### config.mk
export PLATFORM = sky130hd
export DESIGN_NAME = btn_status
export DESIGN_NICKNAME = d
export VERILOG_FILES = /design/src/rtl/btn_status_pkg.sv /design/src/rtl/btn_debounce.sv /design/src/rtl/btn_status.sv
export SDC_FILE = /design/constraint.sdc
export NUM_CORES = 1
export LEC_CHECK = 0
export ABC_AREA = 1
export CORE_ASPECT_RATIO = 0.8
export CORE_UTILIZATION = 52
export CTS_CLUSTER_DIAMETER = 80
export DETAILED_ROUTE_END_ITERATION = 12
export PLACE_DENSITY = 0.82
export SYNTH_ARGS = -nofsm -noshare
export SYNTH_HDL_FRONTEND = slang
export SYNTH_SLANG_ARGS = --single-unit
### constraint.sdc
create_clock -name clock -period 2 [get_ports clock]
set_clock_uncertainty 0.15 [all_clocks]
set_input_delay 0.3 -clock clock [delete_from_list [all_inputs] [get_ports clock]]
set_output_delay 0.3 -clock clock [all_outputs]
set_load 0.02 [all_outputs]
### src/rtl/btn_status_pkg.sv
// Shared layout constants and types for the button status block.
// Status word and acknowledge word bit positions live here so software headers can mirror them.
package btn_status_pkg;

  localparam int LVL_LSB   = 0;
  localparam int PRESS_LSB = 4;
  localparam int REL_LSB   = 6;
  localparam int CNT0_LSB  = 8;
  localparam int CNT1_LSB  = 16;
  localparam int ID_LSB    = 24;

  localparam int ACK_FLAG_LSB = 0;
  localparam int ACK_CNT_LSB  = 8;

  localparam int         CNT_W         = 8;
  localparam logic [7:0] BTN_STATUS_ID = 8'hB5;

  // Per-button debounce response: stable level plus one-cycle edge pulses.
  typedef struct packed {
    logic d;
    logic press;
    logic rel;
  } btn_evt_t;

endpackage

### src/rtl/btn_debounce.sv
// One button: 2-flop synchroniser, counter debounce into stable level d,
// and registered one-cycle press/release pulses issued on the cycle d changes.
module btn_debounce
  import btn_status_pkg::*;
#(
  parameter int unsigned p_CNT_DEBOUNCE = 500_000
) (
  input  logic     clock,
  input  logic     resetn,
  input  logic     btn_n,
  output btn_evt_t evt
);

  localparam int            CW       = $clog2(p_CNT_DEBOUNCE);
  localparam logic [CW-1:0] CNT_LAST = CW'(p_CNT_DEBOUNCE - 1);

  logic          sync1, s, d, press_q, rel_q;
  logic [CW-1:0] cnt;

  // Sync flops and d reset to "released" so leaving reset never looks like a press.
  always_ff @(posedge clock or negedge resetn) begin
    if (!resetn) begin
      sync1   <= 1'b1;
      s       <= 1'b1;
      d       <= 1'b1;
      cnt     <= '0;
      press_q <= 1'b0;
      rel_q   <= 1'b0;
    end else begin
      sync1   <= btn_n;
      s       <= sync1;
      press_q <= 1'b0;
      rel_q   <= 1'b0;
      if (s == d) begin
        cnt <= '0;
      end else if (cnt == CNT_LAST) begin
        d       <= s;
        cnt     <= '0;
        press_q <= ~s;
        rel_q   <= s;
      end else begin
        cnt <= cnt + 1'b1;
      end
    end
  end

  assign evt = '{d: d, press: press_q, rel: rel_q};

endmodule

### src/rtl/btn_status.sv
// Push-button status return path: debounced levels, sticky event flags and
// press counters in a 32-bit status word. Optional macro BTN_RELEASE_EVT_EN adds release flags.
module btn_status
  import btn_status_pkg::*;
#(
  parameter int          N_BTN          = 2,
  parameter int unsigned p_CNT_DEBOUNCE = 500_000
) (
  input  logic             clock,
  input  logic             resetn,
  input  logic [N_BTN-1:0] btn_n,
  input  logic [31:0]      xack,
  output logic [31:0]      xstat,
  output logic             evt_irq
);

  if (N_BTN < 1 || N_BTN > 2) begin : g_bad_n_btn
    $error("btn_status: N_BTN must be 1 or 2");
  end

  btn_evt_t [N_BTN-1:0]            evt;
  logic     [N_BTN-1:0]            lvl, press_p, rel_p, press_flag, rel_flag;
  logic     [N_BTN-1:0][CNT_W-1:0] press_cnt;
  logic     [31:0]                 ack_r, ack_prev, ack_edge;

  for (genvar g = 0; g < N_BTN; g++) begin : g_btn
    btn_debounce #(.p_CNT_DEBOUNCE(p_CNT_DEBOUNCE)) u_db (
      .clock  (clock),
      .resetn (resetn),
      .btn_n  (btn_n[g]),
      .evt    (evt[g])
    );
    assign lvl[g]     = ~evt[g].d;
    assign press_p[g] = evt[g].press;
    assign rel_p[g]   = evt[g].rel;
  end

  // Only the rising edge of the registered ack acts, so a held bit clears once.
  assign ack_edge = ack_r & ~ack_prev;

  // Set beats clear on flags; a same-cycle count clear and press leaves 1.
  always_ff @(posedge clock or negedge resetn) begin
    if (!resetn) begin
      ack_r      <= '0;
      ack_prev   <= '0;
      press_flag <= '0;
      press_cnt  <= '0;
      evt_irq    <= 1'b0;
    end else begin
      ack_r    <= xack;
      ack_prev <= ack_r;
      for (int i = 0; i < N_BTN; i++) begin
        press_flag[i] <= press_p[i] | (press_flag[i] & ~ack_edge[ACK_FLAG_LSB + i]);
        if (ack_edge[ACK_CNT_LSB + i])
          press_cnt[i] <= {{(CNT_W-1){1'b0}}, press_p[i]};
        else if (press_p[i])
          press_cnt[i] <= press_cnt[i] + 1'b1;
      end
      evt_irq <= (|press_flag) | (|rel_flag);
    end
  end

`ifdef BTN_RELEASE_EVT_EN
  always_ff @(posedge clock or negedge resetn) begin
    if (!resetn) begin
      rel_flag <= '0;
    end else begin
      for (int i = 0; i < N_BTN; i++)
        rel_flag[i] <= rel_p[i] | (rel_flag[i] & ~ack_edge[ACK_FLAG_LSB + i]);
    end
  end
`else
  logic unused_rel;
  assign rel_flag   = '0;
  assign unused_rel = ^rel_p;
`endif

  logic unused_ack;
  assign unused_ack = ^ack_edge;

  always_comb begin
    xstat                 = '0;
    xstat[ID_LSB +: 8]    = BTN_STATUS_ID;
    for (int i = 0; i < N_BTN; i++) begin
      xstat[LVL_LSB + i]                    = lvl[i];
      xstat[PRESS_LSB + i]                  = press_flag[i];
      xstat[REL_LSB + i]                    = rel_flag[i];
      xstat[CNT0_LSB + CNT_W*i +: CNT_W]    = press_cnt[i];
    end
  end

endmodule

==> flow_metrics.py, run 1 <==
metrics = {
    "detailed_routing": {
        "drc_errors": 0,
        "drtIter0Drc": 171,
        "avgRoutedWirePerCell_um": 11.41,
        "first_pass_iters": 4,
        "via_count": 2874,
        "antenna_left": 0,
        "routed_wl_mm": 6.666,
        "viasPerCell": 4.921,
    },
    "pwr": {
        "powerDensity_nw_per_um2": 654.9,
        "ir_worst_vdd_mv": 0.3332,
        "leakagePower_nw": 1.883,
    },
    "setup_path": {
        "timing.rr.start": "g_btn[0].u_db.cnt[0]",
        "critPathTopFamily": "buffers and inverters",
        "critPathCapture": "xstat[12]",
        "slowest_stage": "clkdlybuf4s50_1",
        "required_ps": 1550,
        "reg2reg_slack_ps": 390,
        "critPathCaptureType": "output port",
        "path_class": "register to output port",
        "max_stage_delay_ps": 630,
        "worstPathCellList": "clkdlybuf4s50_1",
        "cp_num_cells": 1,
        "critPathLaunchType": "register",
        "worstReg2RegEnd": "g_btn[0].u_db.cnt[18]",
        "crit_arrival_ps": 1420,
        "r2r_cells": 8,
        "crit_fanout": 6,
        "cp-startpoint": "xstat[12]",
        "cp_num_buf_inv": 1,
    },
    "clock_network": {
        "cts_root_buf": "clkbuf_8",
        "numCtsBuffers": 9,
        "clk_latency_ps": 360,
        "htreeDepth": 3,
        "cts_tree": "built",
        "clock_sink_count": 73,
        "cts.clk_slew.worst_paths_ps": 70,
        "postCtsSetupBuffers": 0,
        "cts.path.max_buffers": 2,
    },
    "floorplan": {
        "core_sq_um": 6858,
        "die_width_um": 95.96,
        "die_area_sq_um": 7404,
        "start_util_pct": 53.55,
        "num_rows": 27,
        "num_io_pins": 69,
        "die_h_um": 77.17,
    },
    "flow_run": {
        "cap_violations": 0,
    },
    "sta": {
        "tns_ps": 0,
        "hold_viol": 0,
        "rsz0062_at_grt": "false",
        "fin_crit_ps": 1865,
        "fmax_mhz": 536.1,
        "setup-violations-final": 0,
        "period_share_pct": 93.26,
        "report.final.slew_viol_count": 0,
    },
    "finish": {
        "fill_cells": 574,
        "stdcell_area_sq_um": 4234,
        "final_common_cell": "nor2_1",
        "final_nets": 532,
        "area_delta_synth_final_pct": 15.30,
        "diodes": 0,
        "drive_gt1_share_pct": 10.26,
        "layout_common_cells": "nor2_1 (103), nand2_1 (85), dfrtp_1 (67), inv_1 (51), nand3_1 (32)",
    },
    "grt": {
        "first_global_vias": 2646,
        "grt_overflow": 0,
        "antenna_found_initial": 0,
        "grtUsageTotal_pct": 20.06,
        "grt_max_degree": 74,
        "grt_pass1_wl_mm": 11.46,
    },
    "yosys": {
        "syn_area_sq_um": 3672,
        "ys_warn_count": 0,
        "synth_cells": 453,
        "synth_edf_count": 0,
        "synth_top_flop_cell": "dfrtp_1",
        "syn_area_per_cell_sq_um": 8.107,
        "synth.yosys.seq_area_share_pct": 49.95,
        "yosys_register_bits": 73,
        "async_flop_share_pct": 100.0,
        "synth_cell_types": 29,
    },
    "placement": {
        "place_congestion": 0.9341,
        "io_buffers": 28,
        "dpl_cell_area_sq_um": 4024,
        "dpl.hpwl_mm": 4.807,
    },
    "run_status": {
        "outcome": "completed",
    },
    "hold_path": {
        "hp-class": "register to register",
    },
}
[where the power goes]
| group | internal [W] | switching (W) | total, W |
|---|---|---|---|
| Sequential | 0.00150 | 0.0000128 | 0.00151 |
| Combinational | 0.0000311 | 0.0000823 | 0.000113 |
| Clock | 0.000580 | 0.000566 | 0.00115 |
[worst min-delay path by stage]
stage	from	endpoint	slack (ps)	depth (start not counted)
6_report	g_btn[0].u_db.sync1	g_btn[0].u_db.s	210	0
5_1_grt	btn_n[0]	g_btn[0].u_db.sync1	190	1
4_1_cts	btn_n[1]	g_btn[1].u_db.sync1	190	1
3_5_place_dp	g_btn[0].u_db.sync1	g_btn[0].u_db.s	200	0
3_3_place_gp	resetn	xstat[15]	200	2
2_1_floorplan	resetn	ack_prev[0]	-150	0
[cell usage after synthesis, types with 2 or more instances]
| master | n | share of area [%] |
|---|---|---|
| xor2_1 | 17 | 4.1 |
| a21oi_1 | 11 | 1.5 |
| nand2_1 | 85 | 8.7 |
| ha_1 | 4 | 1.4 |
| nand3_2 | 2 | 0.55 |
| nand2_2 | 5 | 0.85 |
| nor2_1 | 103 | 11 |
| xnor2_1 | 4 | 0.95 |
| nor3_1 | 3 | 0.41 |
| inv_2 | 4 | 0.41 |
| buf_4 | 12 | 2.5 |
| nor2_2 | 10 | 1.7 |
| nand4_1 | 5 | 0.85 |
| nor3b_1 | 3 | 0.61 |
| xor2_2 | 2 | 0.89 |
| nand3_1 | 32 | 4.4 |
| nand3b_1 | 3 | 0.61 |
| dfstp_2 | 6 | 4.3 |
| nor2_4 | 3 | 0.92 |
| o21ai_1 | 5 | 0.68 |
| o21ai_0 | 9 | 1.2 |
| dfrtp_1 | 67 | 46 |
| conb_1 | 2 | 0.20 |
| inv_1 | 51 | 5.2 |
[flip-flops by register name, summed over array words and instances (netlist names)]
register	count
g_btn.u_db.cnt	38
xstat	16
ack_prev	4
ack_r	4
g_btn.u_db.d	2
g_btn.u_db.press_q	2
g_btn.u_db.s	2
g_btn.u_db.sync1	2
press_flag	2
evt_irq	1
[metrics by stage]
stage	hold slack (ps)	std cells	setup WS, ps	utilization [%]	power [W]
6_report	207.1	584	134.7	61.74	0.002773
5_1_grt	193.6	584	83.09	61.74	0.002876
4_1_cts	193.6	584	20.26	61.67	0.002808
3_5_place_dp	197.0	567	409.4	58.68	0.001657
3_3_place_gp	196.0	567	419.5	58.68	0.001653
2_1_floorplan	-145.6	463	530.3	-	0.001614
[routing by layer]
metal / global-route usage [%] / part of all wire, % / vias up
li1: - / - / 1460
met1: 26.54 / 48 / 1326
met2: 31.00 / 45 / 80
met3: 5.754 / 4.8 / 8
met4: 7.612 / 1.5 / 0
met5: 0 / 0 / -
[logic make-up after synthesis]
family                     count (synthesis)  synth area share (%)
buffers and inverters                     67                 8.075
AOI/OAI and AO/OA                         27                 3.816
other                                      2                0.2045
DFF                                       73                 49.95
and+or+nand+nor                          257                 30.70
xor gates and xnor gates                  23                 5.894
adders and majority gates                  4                 1.363
[layout make-up]
type	instances	area (sq um)	share of cell area, %
Timing Repair Buffer	30	310.3	7.329
Tap cell	87	108.9	2.571
Inverter	55	206.4	4.876
Clock buffer	10	127.6	3.014
Clock inverter	6	67.56	1.596
Multi-Input combinational cell	323	1579	37.29
Sequential cell	73	1834	43.32
[what timing repair did]
| item | in CTS | in global routing |
|---|---|---|
| endpoints found under the hold margin | 67 | 0 |
| setup endpoints to repair | 0 | 2 |
| hold buffers | 1 | 0 |
| resized for setup | 0 | 2 |
No activity file was read; power rests on OpenSTA's default activity.
==> run 2: changes to the inputs <==
--- a/config.mk
+++ b/config.mk
@@ -14,3 +14,4 @@
 export SYNTH_ARGS = -nofsm -noshare
 export SYNTH_HDL_FRONTEND = slang
 export SYNTH_SLANG_ARGS = --single-unit
+export TNS_END_PERCENT = 50
==> results of run 2 <==
Same layout as run 1: the final DEF is identical, and so are final timing and power.
